**config.mk**
```make
export PLATFORM = sky130hd
export DESIGN_NAME = tour_cmd_sequencer
export DESIGN_NICKNAME = d
export VERILOG_FILES = /design/src/rtl/tour_cmd_sequencer.sv
export SDC_FILE = /design/constraint.sdc
export NUM_CORES = 1
export LEC_CHECK = 0
export BUFFER_PORTS_ARGS = -buffer_cell sky130_fd_sc_hd__buf_2
export CAP_MARGIN = 20
export CORE_MARGIN = 5
export CORE_UTILIZATION = 25
export DETAILED_ROUTE_END_ITERATION = 8
export PLACE_DENSITY = 0.37
export RECOVER_POWER = 100
export SKIP_LAST_GASP = 1
export SYNTH_ARGS = -nofsm -noshare
export SYNTH_HDL_FRONTEND = slang
export SYNTH_SLANG_ARGS = --single-unit
```
**constraint.sdc**
```tcl
create_clock -name clk -period 3.3 [get_ports clk]
set_input_delay 0.165 -clock clk [delete_from_list [all_inputs] [get_ports clk]]
set_output_delay 0.165 -clock clk [all_outputs]
set_load 0.01 [all_outputs]
```
**src/rtl/tour_cmd_sequencer.sv**
```systemverilog
// rtl/tour_cmd_sequencer.sv - command queue playback sequencer feeding RemoteComm
module tour_cmd_sequencer #(
  parameter int         DEPTH    = 8,
  parameter logic [7:0] ACK      = 8'hA5,
  parameter int         TMO_CLKS = 1_000_000
) (
  input  logic                       clk,
  input  logic                       rst,
  input  logic                       clr,
  input  logic                       ld_cmd,
  input  logic [15:0]                cmd_in,
  input  logic                       start,
  input  logic                       abort,
  output logic                       snd_cmd,
  output logic [15:0]                cmd,
  input  logic                       cmd_snt,
  input  logic                       resp_rdy,
  input  logic [7:0]                 resp,
  output logic [$clog2(DEPTH):0]     count,
  output logic                       full,
  output logic [$clog2(DEPTH)-1:0]   cur_idx,
  output logic                       busy,
  output logic                       done,
  output logic                       err,
  output logic [1:0]                 err_code
);

  localparam int IW = $clog2(DEPTH);
  localparam int CW = IW + 1;
  localparam int TW = $clog2(TMO_CLKS) + 1;
  localparam logic [TW-1:0] TMO_LAST = TW'(TMO_CLKS - 1);

  localparam logic [2:0] S_IDLE      = 3'd0;
  localparam logic [2:0] S_SEND      = 3'd1;
  localparam logic [2:0] S_WAIT_SNT  = 3'd2;
  localparam logic [2:0] S_WAIT_RESP = 3'd3;
  localparam logic [2:0] S_DONE      = 3'd4;
  localparam logic [2:0] S_ERR       = 3'd5;

  localparam logic [1:0] E_NACK  = 2'b01;
  localparam logic [1:0] E_TMO   = 2'b10;
  localparam logic [1:0] E_ABORT = 2'b11;

  logic [2:0]    r_state;
  logic [15:0]   r_mem [DEPTH];
  logic [CW-1:0] r_count;
  logic [IW-1:0] r_cur_idx;
  logic [15:0]   r_cmd;
  logic          r_err;
  logic [1:0]    r_err_code;
  logic [TW-1:0] r_tmo;

  logic          w_busy;
  logic          w_full;
  logic          w_last;
  logic          w_tmo_hit;
  logic [IW-1:0] w_nxt_idx;

  assign w_busy    = (r_state == S_SEND) || (r_state == S_WAIT_SNT) || (r_state == S_WAIT_RESP);
  assign w_full    = (r_count == CW'(DEPTH));
  assign w_last    = ({1'b0, r_cur_idx} == (r_count - CW'(1)));
  assign w_tmo_hit = (r_tmo == TMO_LAST);
  assign w_nxt_idx = r_cur_idx + IW'(1);

  assign snd_cmd  = (r_state == S_SEND);
  assign done     = (r_state == S_DONE);
  assign busy     = w_busy;
  assign full     = w_full;
  assign count    = r_count;
  assign cur_idx  = r_cur_idx;
  assign cmd      = r_cmd;
  assign err      = r_err;
  assign err_code = r_err_code;

  // Queue storage: loads and clears only while idle; clr beats ld_cmd, a full queue drops loads
  always_ff @(posedge clk) begin
    if (rst) begin
      r_count <= '0;
    end else if (!w_busy) begin
      if (clr) begin
        r_count <= '0;
      end else if (ld_cmd && !w_full) begin
        r_mem[r_count[IW-1:0]] <= cmd_in;
        r_count                <= r_count + CW'(1);
      end
    end
  end

  // Playback FSM: abort beats events, events beat the timeout terminal count
  always_ff @(posedge clk) begin
    if (rst) begin
      r_state    <= S_IDLE;
      r_cur_idx  <= '0;
      r_cmd      <= '0;
      r_err      <= 1'b0;
      r_err_code <= 2'b00;
      r_tmo      <= '0;
    end else begin
      case (r_state)
        S_IDLE, S_DONE, S_ERR: begin
          if (start) begin
            r_err      <= 1'b0;
            r_err_code <= 2'b00;
            r_cur_idx  <= '0;
            if (r_count != '0) begin
              r_cmd   <= r_mem[0];
              r_state <= S_SEND;
            end else begin
              r_state <= S_DONE;
            end
          end else if (r_state == S_DONE) begin
            r_state <= S_IDLE;
          end
        end
        S_SEND: begin
          r_tmo <= '0;
          if (abort) begin
            r_state    <= S_ERR;
            r_err      <= 1'b1;
            r_err_code <= E_ABORT;
          end else begin
            r_state <= S_WAIT_SNT;
          end
        end
        S_WAIT_SNT: begin
          if (abort) begin
            r_state    <= S_ERR;
            r_err      <= 1'b1;
            r_err_code <= E_ABORT;
          end else if (cmd_snt) begin
            r_state <= S_WAIT_RESP;
            r_tmo   <= '0;
          end else if (w_tmo_hit) begin
            r_state    <= S_ERR;
            r_err      <= 1'b1;
            r_err_code <= E_TMO;
          end else begin
            r_tmo <= r_tmo + TW'(1);
          end
        end
        S_WAIT_RESP: begin
          if (abort) begin
            r_state    <= S_ERR;
            r_err      <= 1'b1;
            r_err_code <= E_ABORT;
          end else if (resp_rdy) begin
            if (resp != ACK) begin
              r_state    <= S_ERR;
              r_err      <= 1'b1;
              r_err_code <= E_NACK;
            end else if (w_last) begin
              r_state <= S_DONE;
            end else begin
              r_cur_idx <= w_nxt_idx;
              r_cmd     <= r_mem[w_nxt_idx];
              r_state   <= S_SEND;
            end
          end else if (w_tmo_hit) begin
            r_state    <= S_ERR;
            r_err      <= 1'b1;
            r_err_code <= E_TMO;
          end else begin
            r_tmo <= r_tmo + TW'(1);
          end
        end
        default: begin
          r_state <= S_IDLE;
        end
      endcase
    end
  end

endmodule

```
# Word-level counts from Yosys, hierarchy flattened
# Memory sizes are Yosys's and may differ from the RTL's.
# Index checks and enable logic that the tools add are counted.
word_totals:
  reg_bits: 50
  latch_bits: 0
  ramBits: 128
  rom_bits: 0
  in_bits: 32
  out_inout_bits: 30
  elab_cells: 106
  memories: 1
memory_table:
  columns: ["name", "depth", "width", "read_ports", "rd_ports_with_merged_regs", "wr", "line", "rtl"]
  rows:
  - ["r_mem", 8, 16, 2, 0, 1, "45", "logic [15:0] r_mem [DEPTH];"]
op_classes:
  add_sub_neg: 4
  n_mul: 0
  div_mod_pow: 0
  order_cmp: 0
  eq_ne: 21
  shift: 0
  mux: 56
  bitwise: 1
  n_reduce_logical: 16
ops:
  columns: ["cell", "count"]
  rows:
  - ["$mux 21", 5]
  - ["$mux 16", 6]
  - ["$pmux 21 s3", 1]
  - ["$mux 3", 16]
  - ["$pmux 16 s2", 1]
  - ["$add 21x1->21 const B", 1]
  - ["$eq 21x20->1 const B", 1]
  - ["$ne 2x2->1 const B", 9]
  - ["$mux 2", 8]
  - ["$mux 1", 13]
  - ["$pmux 3 s4", 1]
  - ["$mux 4", 2]
  - ["$ne 8x8->1 const B", 1]
  - ["$pmux 2 s4", 1]
  - ["$reduce_bool 4->1", 2]
  - ["$reduce_and 7->1", 1]
  - ["$eq 3x2->1 const B", 2]
  - ["$eq 3x3->1 const B", 2]
  - ["$ne 3x3->1 const B", 2]
  - ["$pmux 3 s2", 1]
  - ["$reduce_and 6->1", 1]
  - ["$reduce_and 5->1", 1]
  - ["$add 4x1->4 const B", 1]
  - ["$eq 3x4->1", 1]
  - ["16 further kinds", 18]

# Logic depth before layout (Yosys ltp)
logic_depth:
  depth_word: 8
  ltp_mapped: 10
  mapped_depth_nobuf: 7

# Worst setup path after synthesis
# Ideal clock, no wire load.
synth_path:
  path_type: "reg2reg"
  startpoint: "register r_count[1], in the netlist count[1]"
  endpoint: "memory r_mem[6][0] (enable)"
  setup_time_ps: 430
  t_arrival_ps: 2884
  required_time_ps: 2870
  path_slack_ps: -14
  stages_incl_launch_ff: 7
  path_buffers: 1
  period_less_slack_ps: 3314
  cell_sequence: "dfxtp_1 clkbuf_1 inv_1 ha_1 nand3b_1 nand4b_1 nor4_1"
synth_via:
  elab_chain_cells: 8
synth_rtl:
  columns: ["item", "line", "rtl"]
  rows:
  - ["from (decl)", "46", "logic [CW-1:0] r_count;"]
  - ["from (signal assigned)", "84", "r_count <= r_count + CW'(1);"]
  - ["$eq 4x4->1", "60", "assign w_full = (r_count == CW'(DEPTH));"]
  - ["$logic_not 1->1", "82", "end else if (ld_cmd && !w_full) begin"]
  - ["$logic_and 1x1->1", "82", null]
  - ["$mux 1", "82", null]
  - ["$mux 1", "80", "if (clr) begin"]
  - ["$mux 1", "79", "end else if (!w_busy) begin"]
  - ["$mux 1", "77", "if (rst) begin"]
  - ["$mux 1 (implied by the code)", "83", "r_mem[r_count[IW-1:0]] <= cmd_in;"]
  - ["to (decl)", "45", null]
# Parallel ways exist; a longest one is shown, timed or not.

# Worst setup path in the final report
layout_path:
  startpoint: "register r_state[0]"
  endpoint: "register r_tmo[18]"
layout_via:
  elab_chain_cells: 3
  word_cells_on_any_way: 9
  classes_between: "eq/ne (6); mux (1); reduce/logical (2)"
layout_rtl:
  columns: ["item", "line", "rtl"]
  rows:
  - ["from (decl)", "44", "logic [2:0] r_state;"]
  - ["from (signal assigned)", "92", "r_state <= S_IDLE;"]
  - ["from (signal assigned)", "107", "r_state <= S_SEND;"]
  - ["from (signal assigned)", "109", "r_state <= S_DONE;"]
  - ["$eq 3x2->1 / $eq 3x1->1 (equally long branches)", "99", "case (r_state)"]
  - ["$ne 2x2->1 (no source line) / $reduce_bool 3->1 (equally long branches)", null, null]
  - ["$reduce_and 4->1 (no source line)", null, null]
  - ["to (signal assigned)", "138", "r_tmo <= r_tmo + TW'(1);"]
  - ["to (signal assigned)", "163", "r_tmo <= r_tmo + TW'(1);"]
  - ["to (decl)", "51", "logic [TW-1:0] r_tmo;"]
# Parallel ways exist; a longest one is shown, timed or not.
# A chain may end at the register's enable or synchronous reset.

==> run_results.csv <==
group,metric,value,unit
outcome,status,"finished, final reports clean",
logic_synthesis,yosysMostFrequentCell,"edfxtp_1",
setup_path,crit_family,"simple AND/OR/NAND/NOR gates",
setup_path,cp_common_cell,"clkbuf_1",
setup_path,rrSetupSlack,0.45,ns
final_layout,synthToLayoutAreaGrowth,17.8,%
logic_synthesis,synthSimpleGateAreaFrac,0.110,
routing,num_vias,4887,
routing,drtAntennaViolNets,0,
pwr,fin_total_pwr,4750,µW
global_route,grt_pass1_wl,30.1,mm
sta,fin_tns_setup,0,ns
sta,fmax,351,MHz
min_path,hold_class,"primary input to flip-flop",
logic_synthesis,synth_common_cells,"edfxtp_1, dfxtp_1, nand2_1, mux2i_1, mux4_2",
logic_synthesis,synth_top_family_by_area,"multiplexers",
clock_tree,cts.clk_slew.worst_paths,0.08,ns
pwr,p_leak,0.00294,µW
logic_synthesis,syn_nets,598,
global_route,grt_remaining_overflow,0,
logic_synthesis,synth_area,0.00781,mm²
logic_synthesis,synth_cells,562,
clock_tree,cts_tree,"yes",
final_layout,nets,670,
logic_synthesis,synth_area_leaders,"edfxtp_1, dfxtp_1, mux4_2",
sta,finalCritPeriodShare,0.862,
sta,finalClockSkew,0.0109,ns
run,cap_violations,0,
logic_synthesis,muxShareOfSynthArea,0.139,
clock_tree,cts_resized,0,
logic_synthesis,yosys_warnings,0,
sta,slew_violations,0,
logic_synthesis,synth_ff_type,"edfxtp_1",
die,fp.dieH,187,µm
routing,routed_wl,19.5,mm
logic_synthesis,synth.distinct_cells,61,
die,die_x,187,µm
clock_tree,cts-buffers-inserted,17,
global_route,grt_use_total,0.112,
final_layout,stdcell_count,1043,
die,dieArea,0.0349,mm²
routing,viasPerCell,4.69,
setup_path,cp-end-kind,"flip-flop",
final_layout,final_util,0.299,
place,place_hpwl,12.2,mm
clock_tree,cts_sinks,178,
setup_path,arrival,3.20,ns
sta,setup_violations,0,
setup_path,slowest_delay,0.70,ns
die,rows,64,
setup_path,cp_slowest_cell,"dfxtp_1",
place,place_congestion,0.757,
final_layout,drive_above_1_share,0.179,
logic_synthesis,synthAdderAreaFrac,0.00641,
die,core,0.0307,mm²
global_route,antenna_found_initial,1,
routing,drc,0,
place,dpl.cell_count,1007,
setup_path,critPathBufInv,2,
sta,fin_crit,2.85,ns
logic_synthesis,synthXorXnorAreaFrac,0.0180,
min_path,worstHoldStart,"clr",
setup_path,cp-startpoint,"r_state[0]",
final_layout,diodes,0,
setup_path,worst-setup-path-type,"flip-flop to flip-flop",
die,io-pin-count,62,
place,io_buffers,61,
sta,worst_slew_pin_slew,1.23,ns
global_route,grt_pass1_vias,5100,
clock_tree,clk_latency,0.43,ns
logic_synthesis,ys_ff_latch,178,
setup_path,r2r-start,"r_state[0]",
logic_synthesis,async_flop_share,0,
sta,rsz0062_at_grt,"no",
sta,hold_viol_final,0,
global_route,grt_max_degree,42,
routing,drtIter0Drc,261,
logic_synthesis,ys_seq_area_frac,0.621,
logic_synthesis,syn_area_per_cell,13.9,µm²
setup_path,crit_fanout,18,
clock_tree,cts_max_path_buffers,2,
logic_synthesis,synth_compound_area_frac,0.0814,
setup_path,cp.required,3.66,ns
sta,relSlewSlack,0.179,
logic_synthesis,synth_top_area_cell,"edfxtp_1",
clock_tree,h-tree-depth,4,
routing,wl_per_cell,18.7,µm
clock_tree,root_buffer,"clkbuf_16",
pwr,ir_worst_vdd,0.000337,V
final_layout,fillers,3168,
die,start_util,0.254,
pwr,powerDensity,517,mW/mm²
setup_path,crit_chain,"o21bai_1 -> clkbuf_1 -> a21oi_2 -> clkbuf_1 -> nand3_1 -> or4_1 -> a21oi_1",
setup_path,startpoint_type,"flip-flop",
logic_synthesis,synth_edf_count,128,
logic_synthesis,synth_top_area_frac,0.492,
routing,first_pass_iters,4,
-- power breakdown --
part / total (µW) / switching, µW / internal, µW / leakage [µW]
registers: 2450 / 31.9 / 2420 / 0.00156
logic: 259 / 166 / 92.7 / 0.00111
clock network: 2040 / 954 / 1080 / 0.000281
total: 4750 / 1150 / 3600 / 0.00294
-- metal layers --
metal,track usage,wire length (µm),vias up
li1,-,-,2335
met1,0.140,8870,2488
met2,0.196,9890,52
met3,0.0288,575,10
met4,0.0213,125,2
met5,0,7,-
-- tightest hold or removal path, cell delays in order --
cell     delay, ns
buf_2         0.13
or4_1         0.12
a21oi_1       0.05
-- through the flow --
stage	cell area, µm²	setup slack [ns]	hold slack, ns
after floorplan	7810	0.119	0.264
after global placement	8670	0.784	0.434
after detailed placement	8670	0.701	0.453
after CTS	9300	0.676	0.00500
after global routing	9190	0.254	0.0900
final	9190	0.454	0.0820
-- cells by family (layout without fill, tap and decap cells) --
kind of cell,Yosys count,count (layout)
flip-flops,178,178
AND/OR/NAND/NOR,165,165
AO/OA/AOI/OAI,88,88
multiplexers,68,68
buffers and inverters,43,128
XOR/XNOR,16,16
adder cells (fa/ha/maj),4,4
-- cell usage in the layout (no fill, tap or decap), types with 8 or more instances in the layout --
cell type  synthesis  routed
nor3_1            10       9
o211ai_1          21      21
xor2_1            15      14
o21ai_0           12      13
nand3_1           13      14
edfxtp_1         128     128
clkbuf_2           0       8
nand4_1           12      12
and3_1             9       9
mux4_2            32      32
buf_2              6      18
clkbuf_1          22      47
dfxtp_1           50      50
nand2_1           47      47
a21oi_1           19      19
buf_4              2       8
inv_1             11      11
nor2_1            30      28
mux2i_1           34      34
clkbuf_16          0      17
-- sequential cells by signal, summed over array words and instances (netlist names) --
| name | flops |
|---|---|
| count | 4 |
| r_mem | 128 |
| r_state | 3 |
| r_tmo | 21 |
| err | 1 |
| err_code | 2 |
| cmd | 16 |
| cur_idx | 3 |
-- worst paths after layout --
check,depth (start not counted),to
worst max-delay path,7,r_tmo[18]
worst min-delay path,3,count[3]
worst max register to register,7,r_tmo[18]
worst min register to register,2,cmd[4]
-- layout make-up --
cell class / instances / area, µm² / area share
inverter: 11 / 41.3 / 0.00449
sequential: 178 / 4840 / 0.527
tap: 396 / 495 / 0.0539
timing repair buffer: 85 / 423 / 0.0460
multi-input combinational: 341 / 2790 / 0.304
clock inverter: 14 / 165 / 0.0180
clock buffer: 18 / 429 / 0.0467
-- what timing repair did --
action / 4_1_cts / 5_1_grt
hold buffers: 4 / 0
setup endpoints to repair: 0 / 0
hold endpoints to repair: 28 / 0
setup buffers: 0 / 0
Note: power is estimated with default switching activity, not from simulation.
